### src/rtl/multiply_module.sv
// Sequential signed Q-format multiplier: radix-2 shift-add on operand
// magnitudes, one multiplier bit per cycle, then round-half-away-from-zero
// and saturate back to D_WIDTH bits.
module multiply_module #(
    parameter int Q_BITS  = 10,
    parameter int D_WIDTH = 32
) (
    input  logic               clock,
    input  logic               reset,
    input  logic [D_WIDTH-1:0] multiplicand,
    input  logic [D_WIDTH-1:0] multiplier,
    input  logic               valid_in,
    output logic               ready_out,
    output logic [D_WIDTH-1:0] product,
    output logic               overflow,
    output logic               valid_out
);

    localparam int AW = 2 * D_WIDTH;
    localparam int CW = $clog2(D_WIDTH) + 1;
    localparam logic [CW-1:0] LAST = CW'(D_WIDTH - 1);
    localparam logic [CW-1:0] CNT_ONE = {{(CW-1){1'b0}}, 1'b1};

    // Rounding addend: half an LSB of the Q-format result
    localparam logic [AW-1:0] RND = {{(AW-1){1'b0}}, 1'b1} << (Q_BITS - 1);
    // Largest positive magnitude and largest negative magnitude
    localparam logic [AW-1:0] POS_LIM = {{(D_WIDTH+1){1'b0}}, {(D_WIDTH-1){1'b1}}};
    localparam logic [AW-1:0] NEG_LIM = {{(D_WIDTH-1){1'b0}}, 1'b1, {(D_WIDTH-1){1'b0}}};
    localparam logic [D_WIDTH-1:0] MAX_POS = {1'b0, {(D_WIDTH-1){1'b1}}};
    localparam logic [D_WIDTH-1:0] MIN_NEG = {1'b1, {(D_WIDTH-1){1'b0}}};
    localparam logic [D_WIDTH-1:0] ONE_D   = {{(D_WIDTH-1){1'b0}}, 1'b1};

    typedef enum logic [1:0] {IDLE, MUL, DONE} state_t;

    state_t              state;
    logic [AW-1:0]       acc;
    logic [AW-1:0]       mcand_sh;   // multiplicand magnitude, shifted left each step
    logic [D_WIDTH-1:0]  mplier_sh;  // multiplier magnitude, shifted right each step
    logic [CW-1:0]       cnt;
    logic                sign;

    logic [D_WIDTH-1:0]  a_mag, b_mag;
    logic [AW-1:0]       rounded, mag;
    logic [D_WIDTH-1:0]  res_prod;
    logic                res_ovf;

    // Operand magnitudes; |-2^(D_WIDTH-1)| comes out as 2^(D_WIDTH-1) unsigned
    always_comb begin
        a_mag = multiplicand[D_WIDTH-1] ? (~multiplicand + ONE_D) : multiplicand;
        b_mag = multiplier[D_WIDTH-1]   ? (~multiplier + ONE_D)   : multiplier;
    end

    // Round the accumulated magnitude, then saturate into the signed range
    always_comb begin
        rounded  = acc + RND;
        mag      = rounded >> Q_BITS;
        res_prod = mag[D_WIDTH-1:0];
        res_ovf  = 1'b0;
        if (!sign) begin
            if (mag > POS_LIM) begin
                res_prod = MAX_POS;
                res_ovf  = 1'b1;
            end
        end else if (mag > NEG_LIM) begin
            res_prod = MIN_NEG;
            res_ovf  = 1'b1;
        end else begin
            // zero magnitude negates to +0, so no special case is needed
            res_prod = ~mag[D_WIDTH-1:0] + ONE_D;
        end
    end

    assign ready_out = (state == IDLE);

    // Control FSM and shift-add datapath with registered outputs
    always_ff @(posedge clock or negedge reset) begin
        if (!reset) begin
            state     <= IDLE;
            acc       <= '0;
            mcand_sh  <= '0;
            mplier_sh <= '0;
            cnt       <= '0;
            sign      <= 1'b0;
            product   <= '0;
            overflow  <= 1'b0;
            valid_out <= 1'b0;
        end else begin
            valid_out <= 1'b0;
            case (state)
                IDLE: begin
                    if (valid_in) begin
                        mcand_sh  <= {{D_WIDTH{1'b0}}, a_mag};
                        mplier_sh <= b_mag;
                        sign      <= multiplicand[D_WIDTH-1] ^ multiplier[D_WIDTH-1];
                        acc       <= '0;
                        cnt       <= '0;
                        state     <= MUL;
                    end
                end
                MUL: begin
                    if (mplier_sh[0]) acc <= acc + mcand_sh;
                    mcand_sh  <= mcand_sh << 1;
                    mplier_sh <= mplier_sh >> 1;
                    cnt       <= cnt + CNT_ONE;
                    if (cnt == LAST) state <= DONE;
                end
                DONE: begin
                    product   <= res_prod;
                    overflow  <= res_ovf;
                    valid_out <= 1'b1;
                    state     <= IDLE;
                end
                default: state <= IDLE;
            endcase
        end
    end

endmodule

### config.mk
export PLATFORM = sky130hd
export DESIGN_NAME = multiply_module
export DESIGN_NICKNAME = d
export VERILOG_FILES = /design/src/rtl/multiply_module.sv
export SDC_FILE = /design/constraint.sdc
export NUM_CORES = 1
export LEC_CHECK = 0
export BUFFER_PORTS_ARGS = -buffer_cell sky130_fd_sc_hd__buf_2
export CAP_MARGIN = 20
export CORE_MARGIN = 1
export CORE_UTILIZATION = 38
export DETAILED_ROUTE_END_ITERATION = 10
export PLACE_DENSITY_LB_ADDON = 0.08
export SLEW_MARGIN = 20
export SYNTH_ARGS = -nofsm -noshare
export SYNTH_HDL_FRONTEND = slang
export SYNTH_SLANG_ARGS = --single-unit
### constraint.sdc
create_clock -name clock -period 4.2 [get_ports clock]
set_clock_uncertainty 0.05 [all_clocks]
set_input_delay 0.21 -clock clock [delete_from_list [all_inputs] [get_ports clock]]
set_output_delay 0.21 -clock clock [all_outputs]
set_load 0.1 [all_outputs]
; ---- Word-level counts from Yosys, hierarchy flattened
; Index checks and enable logic that the tools add are counted.
[word_totals]
ff_bits = 203
input_bits = 67
output_inout_bits = 35
word_cells = 54
[op_classes]
n_addsub = 6
magnitude_cmp = 2
n_eq_ne = 6
muxes = 21
bitwise_logic = 4
n_reduce_logical = 6
[op_table]
columns = cell, n
row1 = $pmux 64 s2, 2
row2 = $mux 32, 6
row3 = $mux 64, 3
row4 = $add 32x1->32 const B, 3
row5 = $not 32->32, 3
row6 = $add 64x10->64 const B, 1
row7 = $add 64x64->64, 1
row8 = $pmux 32 s2, 1
row9 = $gt 54x31->1 const B, 1
row10 = $gt 54x32->1 const B, 1
row11 = $pmux 6 s2, 1
row12 = $add 6x1->6 const B, 1
row13 = $eq 6x5->1 const B, 1
row14 = $mux 6, 1
row15 = $ne 2x2->1 const B, 3
row16 = $reduce_and 2->1, 3
row17 = $mux 1, 4
row18 = $mux 2, 2
row19 = $pmux 2 s2, 1
row20 = $reduce_and 3->1, 1
row21 = $eq 2x1->1 const B, 1
row22 = $eq 2x2->1 const B, 1
row23 = $logic_not 2->1, 1
row24 = $reduce_bool 2->1, 1
row25 = $xor 1x1->1, 1

; ---- Longest topological paths before layout
; Gate-level depths: netlist of run 1.
[depth]
word_depth = 5
depth_mapped = 15
ltp_nobuf = 14

; ---- Worst setup path after synthesis of run 1
; OpenSTA, ideal clock, no wires.
[synth_timing]
path_kind = register to register
start = reg acc[0]
end = reg acc[48]
setup_time_ps = 133
arrival_ps = 3348
required_time_ps = 4017
setup_slack_ps = 669
stages_incl_launch_ff = 15
path_buffers = 0
period_less_slack_ps = 3531
cell_sequence = dfrtp_1 > ha_1 > fa_1 > a211o_1 > a21oi_1 > o21ai_0 > a21o_1 > a21oi_1 > a31oi_1 > a311oi_1 > o21a_1 > o21ai_0 > a211oi_1 > xor2_1 > o21ai_0
[synth_via]
elab_chain_cells = 3
[synth_lines]
columns = element, line_no
row1 = from (decl), 36  ; logic [AW-1:0] acc;
row2 = from (signal assigned), 101  ; if (mplier_sh[0]) acc <= acc + mcand_sh;
row3 = $add 64x64->64, 101
row4 = $mux 64, 101
row5 = $pmux 64 s2, 89  ; case (state)
; No other way between the ends. The select of a mux whose other input is x is not followed.
; A chain may end at the register's enable or synchronous reset.

; ---- Worst setup path after layout of run 1
[layout_timing]
start = reg acc[10]
end = reg product[3]
[layout_via]
elab_chain_cells = 5
elab_cells_between_ends = 8
cone_classes = add/sub (2) / order compare (2) / mux (3) / bitwise (1)
[layout_lines]
columns = element, line_no
row1 = $add 64x10->64 (*), 55  ; rounded = acc + RND;
row2 = $not 32->32, 69  ; res_prod = ~mag[D_WIDTH-1:0] + ONE_D;
row3 = $add 32x1->32, 69
row4 = $mux 32, 64  ; end else if (mag > NEG_LIM) begin
row5 = $mux 32 (*), 59  ; if (!sign) begin
row6 = to (signal assigned), 108  ; product <= res_prod;
row7 = to (decl), 14  ; output logic [D_WIDTH-1:0] product,
; Every way passes the cells marked *; elsewhere a longest branch is shown, timed or not.

==> results of run 1 <==
==> cells in the final DEF, fill, tap and decap left out, types with 36 or more instances in the layout <==
cell                              n
sky130_fd_sc_hd__xnor2_1         61
sky130_fd_sc_hd__buf_4           45
sky130_fd_sc_hd__nand2_1        240
sky130_fd_sc_hd__nor3_1          37
sky130_fd_sc_hd__xor2_1          99
sky130_fd_sc_hd__o21ai_0        223
sky130_fd_sc_hd__buf_2          100
sky130_fd_sc_hd__nand3_1         58
sky130_fd_sc_hd__a22oi_1         58
sky130_fd_sc_hd__nor2_1         103
sky130_fd_sc_hd__a21oi_1        103
sky130_fd_sc_hd__o31ai_1         36
sky130_fd_sc_hd__dlygate4sd3_1   61
sky130_fd_sc_hd__dfrtp_1        203
sky130_fd_sc_hd__a21o_1          53
sky130_fd_sc_hd__ha_1            68
==> final timing paths <==
| path | cells past startpoint | slack (ns) | startpoint | endpoint |
|---|---|---|---|---|
| max in group asynchronous | 3 | 2.88 | reset | acc[45]$_DFFE_PN0P_ |
| hold / removal | 3 | 0.01 | multiplicand[27] | mcand_sh[27]$_DFFE_PN0P_ |
| setup reg to reg | 14 | 0.22 | acc[10]$_DFFE_PN0P_ | product[3]$_DFFE_PN0P_ |
| hold reg to reg | 2 | 0.42 | product[14]$_DFFE_PN0P_ | product[14]$_DFFE_PN0P_ |
| setup / recovery | 14 | 0.22 | acc[10]$_DFFE_PN0P_ | product[3]$_DFFE_PN0P_ |
| min in group asynchronous | 2 | 0.23 | reset | valid_out$_DFF_PN0_ |
==> kinds of logic (layout without fill, tap and decap cells) <==
group / after synthesis / after routing / synth area share [%]
AOI/OAI and AO/OA: 602 / 602 / 25.1
buffers and inverters: 134 / 287 / 3.62
adders and majority gates: 70 / 70 / 5.86
and+or+nand+nor: 629 / 629 / 20.9
DFF: 203 / 203 / 33.7
xor gates and xnor gates: 160 / 160 / 9.30
muxes: 22 / 22 / 1.49
==> timing repair <==
item                       in CTS  in global routing
resized for setup               0                  8
setup endpoints to repair       0                 19
hold endpoints to repair      149                  0
buffers inserted                0                  1
hold buffers                   61                  0
==> metal layers <==
layer	global-route usage, %	wire [um]
met2	34.4	19600
met5	0	0
met3	2.49	1690
met4	4.88	785
met1	31.6	22000
==> worst max-delay path: stages, from the launching register on <==
cell,delay (ns)
sky130_fd_sc_hd__dfrtp_1,0.48
sky130_fd_sc_hd__ha_2,0.29
sky130_fd_sc_hd__and4_1,0.29
sky130_fd_sc_hd__nand2_2,0.17
sky130_fd_sc_hd__nor3_4,0.24
sky130_fd_sc_hd__buf_4,0.17
sky130_fd_sc_hd__nand3b_1,0.18
sky130_fd_sc_hd__nor4_1,0.27
sky130_fd_sc_hd__o2bb2ai_1,0.11
sky130_fd_sc_hd__nand4b_1,0.31
sky130_fd_sc_hd__or2_4,0.35
sky130_fd_sc_hd__nand2b_4,0.16
sky130_fd_sc_hd__nor2b_4,0.20
sky130_fd_sc_hd__nand2b_4,0.23
sky130_fd_sc_hd__o32a_1,0.36
==> sequential cells by signal, summed over array words and instances, names as in the netlist <==
register / cells
valid_out: 1
acc: 64
product: 32
state: 2
overflow: 1
cnt: 6
mcand_sh: 64
sign: 1
mplier_sh: 32
==> power by group <==
group | total, uW | internal [uW] | switching, uW
Combinational | 5660 | 2340 | 3320
Clock | 2330 | 1410 | 923
Sequential | 3460 | 2580 | 874
Total | 11500 | 6340 | 5120
==> cells in the mapped netlist, types with 24 or more instances <==
library cell               instances  area share, %
sky130_fd_sc_hd__nand2_1         241            6.0
sky130_fd_sc_hd__o21ai_0         225            7.5
sky130_fd_sc_hd__dfrtp_1         203             34
sky130_fd_sc_hd__nor2_1          105            2.6
sky130_fd_sc_hd__a21oi_1         104            3.5
sky130_fd_sc_hd__xor2_1           99            5.8
sky130_fd_sc_hd__clkbuf_1         81            2.0
sky130_fd_sc_hd__ha_1             69            5.7
sky130_fd_sc_hd__xnor2_1          61            3.5
sky130_fd_sc_hd__a22oi_1          58            2.9
sky130_fd_sc_hd__nand3_1          58            1.9
sky130_fd_sc_hd__a21o_1           53            2.6
sky130_fd_sc_hd__nor3_1           39            1.3
sky130_fd_sc_hd__o31ai_1          36            1.8
sky130_fd_sc_hd__nand4_1          31            1.3
sky130_fd_sc_hd__inv_1            29           0.72
sky130_fd_sc_hd__and3_1           24            1.0
==> layout make-up <==
class | instances | area (um2)
clock buffer | 35 | 734
clock inverter | 13 | 160
fill | 3891 | 21200
inverter | 31 | 116
multi-input combinational | 1483 | 9490
sequential | 203 | 5080
tap | 518 | 648
timing repair buffer | 208 | 1480
==> metrics by stage <==
| stage | hold WS (ns) | setup WS, ns | cell area (um2) |
|---|---|---|---|
| 6_report | 0.0105 | 0.218 | 17700 |
| 5_1_grt | 0.00831 | 0.0176 | 17700 |
| 3_3_place_gp | 0.292 | 0.177 | 16200 |
| 2_1_floorplan | -0.136 | 0.669 | 15100 |
| 3_5_place_dp | 0.296 | 0.141 | 16200 |
| 4_1_cts | 0.00159 | 0.113 | 17700 |
==> impl_results.md, run 1 <==
* Wire length of the first global-routing pass at 72.5 mm
* Total number of nets in the final design at 2,090
* Arrival @ worst endpoint at 4.37 ns
* Largest fanout on the critical path at 13
* Die Span X at 201 um
* Count of routing violations after the opening detailed-route iteration at 701
* Required time of the critical path at 4.59 ns
* Leak at 0.00761 uW
* Number of inserted diodes at 0
* DRC viols at 0
* FMAX at 251 MHz
* Final setup violation count at 0
* Number of global-route vias before repair at 13,400
* Post-Syn Instances at 1,820
* Clock tree from TritonCTS: yes
* Category of the critical setup timing path: register to register
* Relative slew slack at 33.1%
* Clk slew on worst S/H paths at 0.06 ns
* Largest voltage drop on the vdd net at 0.000336 V
* Vias post-DR at 13,800
* Clock Sinks at 203
* Buffer type at the clock tree root: sky130_fd_sc_hd__clkbuf_16
* Proportion of synthesized flip-flops having asynchronous set or reset at 100%
* Average footprint of a synthesized cell at 8.28 um2
* Fraction of layout instances using a drive strength above 1 at 12.4%
* Row count at 72
* Cell Pwr Density at 647 nW/um2
* Post-route total power at 11,500 uW
* Unrepaired setup endpoints after global routing: false
* Period minus WS final at 3.98 ns
* Worst min path class: input pin to register
* Number of warnings reported in the yosys synthesis log at 0
* Element type at the critical path end: register
* CTS Buf Count at 26
* Number of flip-flops and latches in the synthesized netlist at 203
* Post-synth EDFFs at 0
* Synthesis-to-layout area growth at 17.6%
* Maximum Capacitance Violations at 0
* Mean number of vias per cell at 5.56
* Die H at 201 um
* Max clock buf depth at 3
* Setup TNS at 0 ns
* GRT Overall Usage at 21.7%
* Portion of the clock cycle consumed by the worst path in the final layout at 94.8%
* Number of top-level design ports at 102
* Placed Cells at 2,381
* Mapped Nets at 1,957
* Sequential area share after synthesis at 33.7%
* Initial core utilization at 38.7%
* Result of the run: finished, final reports clean
* Remaining antenna violation count after routing at 0
* CTS H-tree depth at 1
* Number of port buffers at 101
* Netlist area before placement at 15,100 um2
* Initial DRT Pass Iterations at 7
* Number of different library cells in the post-synthesis netlist at 89
* Post-DR wirelength/cell at 17.7 um
* Post-detailed-placement half-perimeter wirelength at 32.6 mm
* Transition time at the pin with the least slew margin at 1.00 ns
* Total congestion overflow at 0
* Number of antenna violations at the first check in global routing at 1
* Post-route core utilization at 45.5%
* CP Launch Type: register
* DIE AREA at 40,500 um2
* Post-route non-filler standard cell count at 2,491
* Pin count of the biggest net entering global routing at 92
* Routed WL at 44.0 mm
* Number of hold violations in the final report at 0
* Core Area at 38,900 um2
* Clock insertion delay at the later pin of the skew report at 0.56 ns
* Main synth FF type: sky130_fd_sc_hd__dfrtp_1
* Final count of pins violating max slew at 0
* Last weighted congestion value of the routability-driven placer at 0.903
Power figures use the tool's default switching activity.
==> run 2: changes to the inputs <==
Settings changed: GPL_TIMING_DRIVEN set to 0.
==> run 2 against run 1 <==
Fmax decreased by 2.1%. Die area unchanged. Register-to-register slack got worse by 0.08 ns. Worst setup slack got worse by 0.084 ns. Via count increased by 1.8%. Non-clock buffer count increased by 78.
==> impl_results.md, run 2 (synthesis results as in run 1) <==
* Result of the run: finished, final reports clean (unchanged)
* Unrepaired setup endpoints after global routing: false (unchanged)
* Max clock buf depth at 3 (unchanged)
* Clk slew on worst S/H paths at 0.06 ns (about the same)
* Maximum Capacitance Violations at 0 (unchanged)
* Clock insertion delay at the later pin of the skew report at 0.56 ns (about the same)
* Largest voltage drop on the vdd net at 0.000325 V (was 0.000336 V)
* Number of inserted diodes at 0 (unchanged)
* Worst min path class: input pin to register (unchanged)
* CTS H-tree depth at 1 (unchanged)
* DRC viols at 0 (unchanged)
* Leak at 0.00765 uW (was 0.00761 uW)
* Number of port buffers at 101 (unchanged)
* Cell Pwr Density at 632 nW/um2 (was 647 nW/um2)
* Vias post-DR at 14,100 (was 13,800)
* GRT Overall Usage at 22.5% (was 21.7%)
* Clock tree from TritonCTS: yes (unchanged)
* Initial DRT Pass Iterations at 5 (was 7)
* DIE AREA at 40,500 um2 (unchanged)
* Arrival @ worst endpoint at 4.43 ns (was 4.37 ns)
* Grt peak-use layer: met2 (unchanged)
* Row count at 72 (unchanged)
* Transition time at the pin with the least slew margin at 0.952 ns (was 1.00 ns)
* Count of routing violations after the opening detailed-route iteration at 934 (was 701)
* Portion of the clock cycle consumed by the worst path in the final layout at 96.8% (was 94.8%)
* Core Area at 38,900 um2 (unchanged)
* Registers with the most flip-flops: acc: 64 flops, mcand_sh: 64 flops (unchanged)
* Slack of the worst reg-to-reg path at 0.13 ns (was 0.22 ns)
* Number of top-level design ports at 102 (unchanged)
* Final setup violation count at 0 (unchanged)
* Remaining antenna violation count after routing at 0 (unchanged)
* Fraction of layout instances using a drive strength above 1 at 12.2% (was 12.4%)
* Met2 Track Usage GR at 35.9% (was 34.4%)
* Number of hold violations in the final report at 0 (unchanged)
* Initial core utilization at 38.7% (unchanged)
* Total congestion overflow at 0 (unchanged)
* Required time of the critical path at 4.56 ns (was 4.59 ns)
* Mean number of vias per cell at 5.50 (was 5.56)
* Period minus WS final at 4.07 ns (was 3.98 ns)
* Place WS at -0.338 ns (was 0.141 ns)
* Last weighted congestion value of the routability-driven placer at 0.901 (was 0.903)
* Synthesis-to-layout area growth at 19.3% (was 17.6%)
* Post-route core utilization at 46.2% (was 45.5%)
* Number of antenna violations at the first check in global routing at 0 (was 1)
* Post-DR wirelength/cell at 17.8 um (was 17.7 um)
* Element type at the critical path end: register (unchanged)
* Buffer type at the clock tree root: sky130_fd_sc_hd__clkbuf_16 (unchanged)
* Highest-count cells in the layout ignoring fill and taps: sky130_fd_sc_hd__nand2_1, sky130_fd_sc_hd__o21ai_0, sky130_fd_sc_hd__dfrtp_1 (unchanged)
* Final count of pins violating max slew at 0 (unchanged)
* Met1 usage in global routing at 31.6% (about the same)
* Met3 usage at 2.62% (was 2.49%)
* FMAX at 246 MHz (was 251 MHz)
* Die H at 201 um (unchanged)
* Layout fillers at 3,895 (was 3,891)
* Die Span X at 201 um (unchanged)
* Largest fanout on the critical path at 10 (was 13)
* Number of global-route vias before repair at 13,700 (was 13,400)
* Relative slew slack at 36.3% (was 33.1%)
* CP Launch Type: register (unchanged)
* Final Worst Setup Slack at 0.134 ns (was 0.218 ns)
* Most common cell after layout, fill and taps aside: sky130_fd_sc_hd__nand2_1 (unchanged)
* Routed WL at 45.6 mm (was 44.0 mm)
* CTS Buf Count at 25 (was 26)
* Category of the critical setup timing path: register to register (unchanged)
* Wire length of the first global-routing pass at 74.0 mm (was 72.5 mm)
* Pin count of the biggest net entering global routing at 84 (was 92)
* Total number of nets in the final design at 2,167 (was 2,090)
* Clock Sinks at 203 (unchanged)
* Post-detailed-placement half-perimeter wirelength at 34.3 mm (was 32.6 mm)
## run 2: cell types whose count changed in the layout (fill, tap and decap cells not counted), sizes merged
cell,delta
clkbuf,+81
inv,+1
buf,-5
bufinv,-2
clkinv,-1
## run 2: per-stage QoR
step                      TNS (ns)  area (um2)  instances  hold WS, ns  total power [uW]
after floorplan                  0       15100       1820       -0.136              7450
after global placement     -171.77       16200       2439        0.409              8970
after detailed placement     -4.89       16300       2441       0.0733              9030
after CTS                  -0.0736       17700       2549      0.00495             11300
after global routing             0       18000       2565       0.0725             12300
final                            0       18000       2565       0.0349             11400
## run 2: path summary, 6_finish.rpt
kind | from | endpoint | cells past startpoint
hold reg to reg | product[8]$_DFFE_PN0P_ | product[8]$_DFFE_PN0P_ | 2
hold / removal | multiplicand[27] | mcand_sh[27]$_DFFE_PN0P_ | 3
setup reg to reg | acc[35]$_DFFE_PN0P_ | product[14]$_DFFE_PN0P_ | 14
max in group asynchronous | reset | mplier_sh[27]$_DFFE_PN0P_ | 3
setup / recovery | acc[35]$_DFFE_PN0P_ | product[14]$_DFFE_PN0P_ | 14
min in group asynchronous | reset | overflow$_DFFE_PN0P_ | 2
## run 2: critical path, stage by stage (launching register included)
cell and delay, ns:
sky130_fd_sc_hd__dfrtp_1 0.34, sky130_fd_sc_hd__buf_2 0.22, sky130_fd_sc_hd__and4_1 0.34, sky130_fd_sc_hd__nand4_1 0.26
sky130_fd_sc_hd__nor3_4 0.37, sky130_fd_sc_hd__nand3_1 0.16, sky130_fd_sc_hd__mux2_1 0.33, sky130_fd_sc_hd__o32ai_1 0.16
sky130_fd_sc_hd__nand4b_1 0.33, sky130_fd_sc_hd__or2_4 0.39, sky130_fd_sc_hd__nand2b_4 0.18, sky130_fd_sc_hd__nor2b_4 0.17
sky130_fd_sc_hd__buf_6 0.16, sky130_fd_sc_hd__a211oi_1 0.32, sky130_fd_sc_hd__o21ai_0 0.13
## run 2: timing repair
| item | 4_1_cts | 5_1_grt |
|---|---|---|
| endpoints found under the setup margin | 44 | 42 |
| hold endpoints to repair | 264 | 0 |
| hold buffers | 61 | 0 |
| pin swaps | 3 | 8 |
| buffers inserted | 3 | 17 |
| gates resized for setup | 12 | 24 |
| cloned | 0 | 0 |
## run 2: power by group
group / internal, uW / total (uW) / switching, uW
clock network: 1210 / 2100 / 894
logic: 2370 / 5960 / 3600
registers: 2590 / 3290 / 706
## run 2: area by class of cell
type | count | area (um2) | share of cell area, %
buffer | 102 | 425 | 2.37
multi-input combinational | 1483 | 9600 | 53.4
inverter | 31 | 116 | 0.647
sequential | 203 | 5080 | 28.3
timing repair buffer | 184 | 1330 | 7.40
tap | 518 | 648 | 3.60
clock buffer | 33 | 686 | 3.81
clock inverter | 11 | 92.6 | 0.515
## run 2: layer usage
layer  part of all wire (%)  vias up
met5                      0        -
met3                    3.5       72
met1                     49     6655
met2                     44      255
met4                    2.8        0
li1                       -     7113
==> run 3: changes to the inputs <==
Settings changed: BUFFER_PORTS_ARGS -buffer_cell sky130_fd_sc_hd__buf_2 to -buffer_cell sky130_fd_sc_hd__buf_4.
==> run 3 against run 2 <==
Worst hold slack improved by 0.012 ns. Sequential power about the same. Combinational power about the same. Clock power increased by 8%. Wire length about the same. Critical path depth decreased by 1. Critical path type unchanged. Largest power group unchanged.
==> impl_results.md, run 3 (synthesis results as in run 1) <==
* Arrival @ worst endpoint at 4.38 ns (was 4.43 ns)
* GRT Overall Usage at 22.5% (about the same)
* Element type at the critical path end: register (unchanged)
* Last weighted congestion value of the routability-driven placer at 0.904 (was 0.901)
* Die H at 201 um (unchanged)
* Slack of the worst reg-to-reg path at 0.18 ns (was 0.13 ns)
* Synthesis-to-layout area growth at 21.7% (was 19.3%)
* DIE AREA at 40,500 um2 (unchanged)
* Number of hold violations in the final report at 0 (unchanged)
* Count of routing violations after the opening detailed-route iteration at 955 (was 934)
* Number of top-level design ports at 102 (unchanged)
* Row count at 72 (unchanged)
* Clock Sinks at 203 (unchanged)
* Remaining antenna violation count after routing at 0 (unchanged)
* Core Area at 38,900 um2 (unchanged)
* Setup TNS at 0 ns (unchanged)
* Routed WL at 45.6 mm (about the same)
* Post-detailed-placement half-perimeter wirelength at 34.2 mm (was 34.3 mm)
* Highest-count cells in the layout ignoring fill and taps: sky130_fd_sc_hd__nand2_1, sky130_fd_sc_hd__o21ai_0, sky130_fd_sc_hd__dfrtp_1 (unchanged)
* Clock tree from TritonCTS: yes (unchanged)
* Number of antenna violations at the first check in global routing at 0 (unchanged)
* Max clock buf depth at 3 (unchanged)
* FMAX at 249 MHz (was 246 MHz)
* Number of global-route vias before repair at 13,900 (was 13,700)
* Cell depth of the worst flop-to-flop path at 13 (was 14)
* Reg2Reg Capture Point: product[5]$_DFFE_PN0P_ (was product[14]$_DFFE_PN0P_)
* DRC viols at 0 (unchanged)
* Number of port buffers at 101 (unchanged)
* Result of the run: finished, final reports clean (unchanged)
* Initial core utilization at 38.7% (unchanged)
* Registers with the most flip-flops: acc: 64 flops, mcand_sh: 64 flops (unchanged)
* Transition time at the pin with the least slew margin at 1.02 ns (was 0.952 ns)
* Post-DR wirelength/cell at 17.7 um (was 17.8 um)
* Final count of pins violating max slew at 0 (unchanged)
* CTS H-tree depth at 1 (unchanged)
* Most common cell after layout, fill and taps aside: sky130_fd_sc_hd__nand2_1 (unchanged)
* CP Launch Type: register (unchanged)
* Maximum Capacitance Violations at 0 (unchanged)
* Pin count of the biggest net entering global routing at 93 (was 84)
* Initial DRT Pass Iterations at 5 (unchanged)
* Wire length of the first global-routing pass at 74.7 mm (was 74.0 mm)
* Mean number of vias per cell at 5.49 (was 5.50)
* Period minus WS final at 4.02 ns (was 4.07 ns)
* Leak at 0.00778 uW (was 0.00765 uW)
* Number of inserted diodes at 0 (unchanged)
* Clock insertion delay at the later pin of the skew report at 0.57 ns (was 0.56 ns)
* Total congestion overflow at 0 (unchanged)
* Die Span X at 201 um (unchanged)
* Required time of the critical path at 4.57 ns (was 4.56 ns)
* Largest fanout on the critical path at 7 (was 10)
* Vias post-DR at 14,100 (about the same)
* CTS Buf Count at 26 (was 25)
* Post-route core utilization at 47.1% (was 46.2%)
* Ordered list of cells on the worst path: ha_4, and4_2, nand2_2, nor3_4, nand3_2, or4b_1, a2bb2oi_1, nand4_1, or2_4, nand2b_4, nor2b_4, a2111oi_1, nor2_1 (was buf_2, and4_1, nand4_1, nor3_4, nand3_1, mux2_1, o32ai_1, nand4b_1, or2_4, nand2b_4, nor2b_4, buf_6, a211oi_1, o21ai_0)
* Reg-to-Reg Start: acc[9]$_DFFE_PN0P_ (was acc[35]$_DFFE_PN0P_)
* Portion of the clock cycle consumed by the worst path in the final layout at 95.6% (was 96.8%)
* Placed Cells at 2,441 (unchanged)
* Category of the critical setup timing path: register to register (unchanged)
* Relative slew slack at 31.5% (was 36.3%)
* Smallest hold slack at 0.0465 ns (was 0.0349 ns)
* Crit-path slowest cell: sky130_fd_sc_hd__a2111oi_1 (was sky130_fd_sc_hd__or2_4)
* Post-route non-filler standard cell count at 2,568 (was 2,565)
* Post-route total power at 11,500 uW (was 11,400 uW)
* Total number of nets in the final design at 2,170 (was 2,167)
* Cell Pwr Density at 629 nW/um2 (was 632 nW/um2)
* Clk slew on worst S/H paths at 0.06 ns (about the same)
* Largest voltage drop on the vdd net at 0.000309 V (was 0.000325 V)
* Final setup violation count at 0 (unchanged)
* Fraction of layout instances using a drive strength above 1 at 12.0% (was 12.2%)
* Largest stage delay, worst path at 0.52 ns (was 0.39 ns)
* Worst min path class: input pin to async pin (was input pin to register)
* Buffer type at the clock tree root: sky130_fd_sc_hd__clkbuf_16 (unchanged)
run 3: cell count changes in the layout (fill, tap and decap cells not counted), moves of 2 or more:
cell	delta
sky130_fd_sc_hd__buf_2	-100
sky130_fd_sc_hd__buf_4	+96
sky130_fd_sc_hd__dlygate4sd3_1	+6
sky130_fd_sc_hd__a2111oi_2	-2
sky130_fd_sc_hd__a2111oi_4	+2
sky130_fd_sc_hd__bufinv_16	+2
sky130_fd_sc_hd__clkinv_2	-2
sky130_fd_sc_hd__nor3_2	+2
run 3: per-layer routing:
| layer | GRT usage, % | up-vias | routed length [um] | share of wire [%] |
|---|---|---|---|---|
| li1 | - | 7099 | - | - |
| met1 | 32.0 | 6730 | 22500 | 49 |
| met2 | 36.5 | 232 | 20700 | 45 |
| met3 | 2.51 | 46 | 1630 | 3.6 |
| met4 | 5.40 | 0 | 739 | 1.6 |
| met5 | 0 | - | 0 | 0 |
run 3: power by group:
part,switching [uW],internal [uW]
clock,915,1350
sequential,698,2590
combinational,3590,2380
total,5210,6330
run 3: how the worst max path moves through the flow:
stage                       startpoint                       to  slack [ns]  cells after the start
3_3_place_gp   mcand_sh[0]$_DFFE_PN0P_      acc[48]$_DFFE_PN0P_       -0.36                     14
3_5_place_dp   mcand_sh[0]$_DFFE_PN0P_      acc[48]$_DFFE_PN0P_       -0.37                     14
4_1_cts        mcand_sh[0]$_DFFE_PN0P_      acc[48]$_DFFE_PN0P_      -0.004                     14
2_1_floorplan       acc[0]$_DFFE_PN0P_      acc[48]$_DFFE_PN0P_        0.67                     14
6_report            acc[9]$_DFFE_PN0P_   product[5]$_DFFE_PN0P_        0.18                     13
5_1_grt             acc[9]$_DFFE_PN0P_  product[26]$_DFFE_PN0P_     -0.0004                     14
run 3: what timing repair did:
item                                    CTS  global route
setup buffers                             5            11
resized for setup                        11            26
endpoints found under the setup margin   42            42
hold endpoints to repair                266             0
pin swaps                                 5             9
gates cloned                              0             0
hold buffers                             67             0
run 3: metrics by stage:
step / setup WS (ns) / instance area (um2)
4_1_cts: -0.00410 / 18100
2_1_floorplan: 0.669 / 15100
3_5_place_dp: -0.370 / 16500
3_3_place_gp: -0.361 / 16500
5_1_grt: -0.000367 / 18300
6_report: 0.184 / 18300
run 3: worst max-delay path: cells and delay by family, from the launching register on:
kind                     cells  cell delay (ns)
AND/OR/NAND/NOR             10             2.40
AO/OA/AOI/OAI                2             0.72
flip-flops                   1             0.49
adder cells (fa/ha/maj)      1             0.20
run 3: area by class of cell:
type	instances	area (um2)
fill	3888	20600
timing repair buffer	186	1610
multi-input combinational	1483	9600
sequential	203	5080
tap	518	648
clock inverter	11	150
buffer	102	425
inverter	31	116
clock buffer	34	701
